File: src/rtl/bingo_turn_sched_pkg.sv
// Shared types and constants for the bingo slave turn scheduler.
// Game-state codes and interboard message types live here so the scheduler,
// the line counter and anything talking to the interboard link agree on them.
package bingo_turn_sched_pkg;

    // Values reported on cur_game_state
    localparam logic [3:0] GAME_IDLE          = 4'd0;
    localparam logic [3:0] GAME_WAIT_P1_GUESS = 4'd1;
    localparam logic [3:0] GAME_P2_GUESS      = 4'd2;
    localparam logic [3:0] GAME_OVER          = 4'd3;

    // Interboard message types
    localparam logic [2:0] MSG_SEL_NUM   = 3'd1;
    localparam logic [2:0] MSG_STATE_WIN = 3'd2;

    // 5 rows + 5 cols + 2 diagonals
    localparam int unsigned NUM_LINES = 12;

    typedef enum logic [2:0] {
        StIdle,
        StClear,
        StIssue,
        StWait,
        StCheck,
        StOver
    } sched_state_e;

    // Bit mask of line idx on the 5x5 card (bit = row*5+col).
    // 0..4 rows, 5..9 cols, 10 main diagonal, 11 anti-diagonal.
    function automatic logic [24:0] line_mask(input int unsigned idx);
        logic [24:0] mask;
        if (idx < 5) begin
            mask = 25'h000001F << (5 * idx);
        end else if (idx < 10) begin
            mask = 25'h0108421 << (idx - 5);
        end else if (idx == 10) begin
            mask = 25'h1041041;
        end else begin
            mask = 25'h0111110;
        end
        return mask;
    endfunction

endpackage

File: src/rtl/bingo_line_counter.sv
// Combinational count of completed lines on a 5x5 marked map.
// A line counts only when all five of its cells are marked; result 0..12.
module bingo_line_counter
    import bingo_turn_sched_pkg::*;
(
    input  logic [24:0] circle,
    output logic [3:0]  count
);

    // Sum one per fully marked line
    always_comb begin
        count = 4'd0;
        for (int unsigned i = 0; i < NUM_LINES; i++) begin
            if ((circle & line_mask(i)) == line_mask(i)) begin
                count = count + 4'd1;
            end
        end
    end

endmodule

File: src/rtl/bingo_turn_sched.sv
// Slave-side turn scheduler for the bingo game.
// Clears the card, alternates remote (P1) and local (P2) turns, arms the guess
// handler, counts completed lines after each guess and declares the result.
// Optional feature: define BINGO_LINK_TIMEOUT_EN to end the game when the
// remote side stays silent for TIMEOUT_CYCLES during its turn.
module bingo_turn_sched
    import bingo_turn_sched_pkg::*;
#(
    parameter int unsigned LINE_TARGET    = 3,
    parameter int unsigned TIMEOUT_CYCLES = 1000000
) (
    input  logic        clk,
    input  logic        rst_n,
    input  logic        interboard_rst,
    input  logic        game_start,
    input  logic        first_player,
    input  logic        interboard_en,
    input  logic [2:0]  interboard_msg_type,
    input  logic        guess_done,
    input  logic [24:0] circle,
    output logic        clear_guess,
    output logic        start_guess,
    output logic [3:0]  cur_game_state,
    output logic        send_en,
    output logic [2:0]  send_msg_type,
    output logic [3:0]  line_count,
    output logic        game_over,
    output logic        winner,
    output logic        link_timeout
);

    sched_state_e state_q, state_d;

    logic       soft_rst;
    logic       turn_q;        // 0 = remote (P1), 1 = local (P2)
    logic [3:0] line_count_q;
    logic [3:0] cur_state_q;
    logic       winner_q;
    logic [3:0] count;
    logic       target_hit;
    logic       remote_win;
    logic       timeout_fire;

    // Peer abort behaves exactly like a local reset
    assign soft_rst = ~rst_n | interboard_rst;

    bingo_line_counter u_line_counter (
        .circle (circle),
        .count  (count)
    );

    assign target_hit = 32'(count) >= LINE_TARGET;
    assign remote_win = (state_q == StWait) && !turn_q && interboard_en &&
                        (interboard_msg_type == MSG_STATE_WIN);

`ifdef BINGO_LINK_TIMEOUT_EN
    logic [19:0] tmo_cnt_q;
    logic        tmo_run;
    logic        link_timeout_q;

    assign tmo_run      = (state_q == StWait) && !turn_q && !interboard_en;
    // A completed guess in the same cycle takes precedence over the timeout
    assign timeout_fire = tmo_run && !guess_done &&
                          (tmo_cnt_q == 20'(TIMEOUT_CYCLES - 1));

    // Silence counter: runs only while waiting on the remote, any message restarts it
    always_ff @(posedge clk) begin
        if (soft_rst) begin
            tmo_cnt_q <= 20'd0;
        end else if (tmo_run) begin
            tmo_cnt_q <= tmo_cnt_q + 20'd1;
        end else begin
            tmo_cnt_q <= 20'd0;
        end
    end

    // Timeout flag: set on a silence-ended game, cleared on restart
    always_ff @(posedge clk) begin
        if (soft_rst) begin
            link_timeout_q <= 1'b0;
        end else if (state_q == StClear) begin
            link_timeout_q <= 1'b0;
        end else if (timeout_fire) begin
            link_timeout_q <= 1'b1;
        end
    end

    assign link_timeout = link_timeout_q;
`else
    assign timeout_fire = 1'b0;
    assign link_timeout = 1'b0;
`endif

    // State register
    always_ff @(posedge clk) begin
        if (soft_rst) begin
            state_q <= StIdle;
        end else begin
            state_q <= state_d;
        end
    end

    // Next-state logic
    always_comb begin
        state_d = state_q;
        case (state_q)
            StIdle:  if (game_start) state_d = StClear;
            StClear: state_d = StIssue;
            StIssue: state_d = StWait;
            StWait: begin
                if (remote_win) begin
                    state_d = StOver;
                end else if (guess_done) begin
                    state_d = StCheck;
                end else if (timeout_fire) begin
                    state_d = StOver;
                end
            end
            StCheck: state_d = target_hit ? StOver : StIssue;
            StOver:  if (game_start) state_d = StClear;
            default: state_d = StIdle;
        endcase
    end

    // Turn, line count, reported game state and result registers
    always_ff @(posedge clk) begin
        if (soft_rst) begin
            turn_q       <= 1'b0;
            line_count_q <= 4'd0;
            cur_state_q  <= GAME_IDLE;
            winner_q     <= 1'b0;
        end else begin
            case (state_q)
                StIdle, StOver: begin
                    if (game_start) turn_q <= first_player;
                end
                StClear: begin
                    line_count_q <= 4'd0;
                    winner_q     <= 1'b0;
                end
                StIssue: begin
                    cur_state_q <= turn_q ? GAME_P2_GUESS : GAME_WAIT_P1_GUESS;
                end
                StWait: begin
                    if (remote_win || (!guess_done && timeout_fire)) begin
                        winner_q    <= 1'b0;
                        cur_state_q <= GAME_OVER;
                    end
                end
                StCheck: begin
                    line_count_q <= count;
                    if (target_hit) begin
                        winner_q    <= 1'b1;
                        cur_state_q <= GAME_OVER;
                    end else begin
                        turn_q <= ~turn_q;
                    end
                end
                default: ;
            endcase
        end
    end

    // Output decode; send requests are Mealy so they line up with guess_done
    always_comb begin
        clear_guess   = 1'b0;
        start_guess   = 1'b0;
        game_over     = 1'b0;
        send_en       = 1'b0;
        send_msg_type = 3'd0;
        case (state_q)
            StClear: clear_guess = 1'b1;
            StIssue: start_guess = 1'b1;
            StWait: begin
                if (!remote_win && guess_done && turn_q) begin
                    send_en       = 1'b1;
                    send_msg_type = MSG_SEL_NUM;
                end
            end
            StCheck: begin
                if (target_hit) begin
                    send_en       = 1'b1;
                    send_msg_type = MSG_STATE_WIN;
                end
            end
            StOver:  game_over = 1'b1;
            default: ;
        endcase
    end

    assign cur_game_state = cur_state_q;
    assign line_count     = line_count_q;
    assign winner         = winner_q;

endmodule

File: config.mk
export PLATFORM = sky130hd
export DESIGN_NAME = bingo_turn_sched
export DESIGN_NICKNAME = d
export VERILOG_FILES = /design/src/rtl/bingo_turn_sched_pkg.sv /design/src/rtl/bingo_line_counter.sv /design/src/rtl/bingo_turn_sched.sv
export SDC_FILE = /design/constraint.sdc
export NUM_CORES = 1
export LEC_CHECK = 0
export CAP_MARGIN = 20
export CORE_ASPECT_RATIO = 2
export CORE_MARGIN = 2
export CORE_UTILIZATION = 52
export DETAILED_ROUTE_END_ITERATION = 10
export PLACE_DENSITY = 0.87
export SLEW_MARGIN = 15
export SYNTH_ARGS = -nofsm -noshare
export SYNTH_HDL_FRONTEND = slang
export SYNTH_HIERARCHICAL = 1
export SYNTH_SLANG_ARGS = --single-unit
File: constraint.sdc
create_clock -name clk -period 31.7 [get_ports clk]
set_clock_uncertainty 0.1 [all_clocks]
set_input_delay 6.34 -clock clk [delete_from_list [all_inputs] [get_ports clk]]
set_output_delay 6.34 -clock clk [all_outputs]
set_load 0.1 [all_outputs]
==> impl_metrics.py <==
metrics = {
    "floorplan": {
        "die_w_microns": 45.4,
        "initial_core_util_pct": 53.4,
        "dieArea_sq_mm": 0.00394,
        "io_pins": 52,
        "std_cell_rows": 30,
        "core_sq_mm": 0.00334,
        "die_y_microns": 86.8,
    },
    "logic_synthesis": {
        "ys_ff_latch": 11,
        "yosysWarnings": 6,
        "async_flop_share_pct": 0,
        "synthFlopType": "dfxtp_1",
        "synthAdderAreaFrac_pct": 7.71,
        "syn_area_sq_mm": 0.00178,
        "synth_cell_types": 64,
        "synthMuxAreaShare_pct": 1.75,
        "synthXorXnorAreaFrac_pct": 21.6,
        "yosysSeqAreaShare_pct": 12.3,
        "synthCells": 218,
        "netlist.area_leader.share_pct": 12.3,
        "synth-simple-area-share_pct": 31.8,
        "synth_edf_count": 0,
        "synth_compound_area_share_pct": 17.5,
        "synth_top_family_by_area": "simple AND/OR/NAND/NOR gates",
        "avgSynthCellArea_sq_um": 8.18,
        "yosysTopAreaCell": "dfxtp_1",
        "synth.top_cells.by_area": "dfxtp_1, xnor2_1, ha_1, nand3_1, xnor3_1",
    },
    "timing": {
        "setup_viol": 0,
        "slew_viol_final": 0,
        "relSlewSlack_pct": 35.0,
        "holdWs_ns": 0.383,
        "finalCriticalPeriod_ns": 21.29,
        "tns_ns": 0,
        "grt_setup_unrepaired": "no",
        "max_slew.worst_pin.slew_ns": 0.972,
        "fin_crit_sh_pct": 67.2,
        "clock.fmax_mhz": 47.0,
        "hold_viol": 0,
    },
    "critical_path": {
        "cpLargestDelayFamily": "adder cells",
        "slowest_stage": "clkdlybuf4s50_1",
        "worstReg2RegStart": "state_q[2]$_SDFFE_PP0P_",
        "cpMostUsedCell": "ha_1",
        "path_class": "input pin to primary output",
        "r2r-end": "winner$_SDFFE_PP0P_",
        "ff2ff_path_depth": 4,
        "max_stage_delay_ns": 0.96,
        "arrival_ns": 14.85,
        "start_kind": "input pin",
        "rrSetupSlack_ns": 30.01,
        "cp_max_fo": 5,
        "cp_data_required_time_ns": 25.26,
        "cp_num_buf_inv": 6,
        "crit_start": "circle[1]",
        "setup.worst_path.end_class": "primary output",
    },
    "power": {
        "p_int_uw": 31.6,
        "swShare_pct": 35.5,
        "power.density_mw_per_mm2": 21.4,
        "p_comb_share_pct": 40.9,
        "power.net_switching_uw": 17.3,
        "p_seq_share_pct": 30.1,
        "ir_drop_v": 0.0000266,
        "pwr-share-clk_pct": 29.1,
        "p_leak_uw": 0.000993,
    },
    "grt": {
        "grt_max_degree": 13,
        "grt_pass1_wl_mm": 7.58,
        "grt_usage_pct": 25.6,
        "grt.overflow.total": 0,
        "grt_pass1_vias": 1910,
        "antenna_found_initial": 0,
    },
    "drt": {
        "final_antenna_net_count": 0,
        "drcViolationCount": 0,
        "drtIter0Drc": 49,
        "vias": 1758,
        "highest_layer": "met4",
        "m1WireLength_mm": 1.55,
        "dr_wl_met2_mm": 2.75,
        "wl_per_cell_microns": 15.9,
        "dr.pass1.iters": 4,
        "wl_mm": 4.68,
        "route.met3.wl_microns": 212,
        "avgViaCountPerCell": 5.98,
    },
    "clock_tree": {
        "htree_num_levels": 1,
        "hold_buffers": 0,
        "cts_setup_buffers": 0,
        "numCtsBuffers": 3,
        "root_buffer": "clkbuf_8",
        "cts_tree": "built",
        "clk_pin_slew_ns": 0.05,
        "cts_buffer_depth": 2,
        "cts_sinks": 11,
        "clock_latency_ns": 0.24,
        "cts_resized": 0,
    },
    "status": {
        "status": "complete, no violations",
    },
    "min_path": {
        "min_path_cells": 1,
        "hold_path.class": "register to register",
        "hold_end": "cur_game_state[0]$_SDFFE_PP0P_",
        "hold_start": "cur_game_state[0]$_SDFFE_PP0P_",
    },
    "final_layout": {
        "design_area_sq_mm": 0.00228,
        "fin_nets": 309,
        "num_antenna_cells": 0,
        "fillerInstances": 282,
        "drive_gt1_share_pct": 11.1,
        "area_growth_pct": 27.9,
    },
    "placement": {
        "gp_congestion": 0.943,
        "portBuffers": 47,
        "placedInstanceArea_sq_mm": 0.00224,
        "dp_hpwl_mm": 3.91,
    },
    "job": {
        "cap_violations": 0,
    },
}
power by group through the flow:
stage | clock, uW | sequential [uW] | combinational (uW)
after global routing | 15.0 | 14.7 | 21.7
after CTS | 14.4 | 14.7 | 20.0
after floorplan | 0 | 15.0 | 13.1
after global placement | 0 | 15.0 | 19.6
final | 14.2 | 14.7 | 20.0
after detailed placement | 0 | 15.0 | 19.8
kinds of logic after synthesis:
| kind of cell | after synthesis |
|---|---|
| buf+inv | 25 |
| compound gates | 44 |
| other cells | 1 |
| flops | 11 |
| mux | 3 |
| xor+xnor | 32 |
| simple gates | 91 |
| fa+ha+maj | 11 |
per-stage QoR:
stage / std cells / setup slack, ns / utilization, % / total power (uW)
2_1_floorplan: 221 / 11.70 / - / 28.1
3_3_place_gp: 290 / 10.55 / 67.0 / 34.5
3_5_place_dp: 290 / 10.43 / 67.0 / 34.8
4_1_cts: 294 / 10.41 / 68.3 / 49.0
5_1_grt: 294 / 9.82 / 68.3 / 51.5
6_report: 294 / 10.41 / 68.3 / 48.9
worst max-delay path by stage:
stage | to | slack [ns] | cells past startpoint
final | send_en | 10.41 | 38
after global routing | send_en | 9.82 | 40
after CTS | send_en | 10.41 | 38
after detailed placement | send_en | 10.43 | 38
after global placement | send_en | 10.55 | 38
after floorplan | send_en | 11.70 | 39
flip-flops by register name (all words and copies together), names as in the netlist:
signal	flops
line_count	4
state_q	3
cur_game_state	2
turn_q	1
winner	1
final cells by class:
type                    count  area [sq um]  share of cell area [%]
clock buffers               4          45.0                    1.97
repair buffers             47           470                    20.6
multi-input cells         185          1450                    63.5
well taps                  32          40.0                    1.75
flip-flops and latches     11           220                    9.65
inverters                  15          56.3                    2.47
routing by layer:
layer | vias to the layer above | global-route usage, %
li1 | 867 | -
met1 | 816 | 20.0
met2 | 60 | 52.0
met3 | 15 | 3.33
met4 | 0 | 15.2
met5 | - | 0
placed cells by master, fill, tap and decap left out, types with 3 or more instances in the layout:
cell type / netlist / final
a31oi_1: 6 / 6
nand3b_1: 3 / 3
dfxtp_1: 11 / 11
inv_1: 15 / 15
and3_1: 10 / 10
a211oi_1: 3 / 3
conb_1: 1 / 4
clkdlybuf4s50_1: 0 / 47
xnor3_1: 3 / 3
xor2_2: 3 / 3
a21oi_1: 10 / 10
nand2_1: 15 / 15
nor3_1: 3 / 3
nor2_1: 11 / 11
clkbuf_8: 0 / 3
xor2_1: 5 / 5
xnor2_1: 18 / 18
o31a_1: 3 / 3
nand2b_1: 4 / 4
nand3_1: 15 / 15
ha_1: 11 / 11
a22oi_1: 4 / 4
o21ai_0: 4 / 4
cell usage after synthesis (3+ instances only):
| library cell | instances |
|---|---|
| a31oi_1 | 6 |
| nand2b_1 | 4 |
| xnor2_1 | 18 |
| nor3_1 | 3 |
| o21ai_0 | 4 |
| nand3_1 | 15 |
| dfxtp_1 | 11 |
| a22oi_1 | 4 |
| and3_1 | 10 |
| a21oi_1 | 10 |
| xor2_1 | 5 |
| buf_4 | 6 |
| xor2_2 | 3 |
| inv_1 | 15 |
| nand2_1 | 15 |
| nor2_1 | 11 |
| o31a_1 | 3 |
| ha_1 | 11 |
| xnor3_1 | 3 |
| nand3b_1 | 3 |
| a211oi_1 | 3 |
worst register-to-register path, cell delays in order, from the launching register on:
cell     delay [ns]
dfxtp_1        0.57
nor3b_4        0.45
and2_0         0.30
nor2_1         0.09
nor3_2         0.10
(Power assumes the default switching activity.)
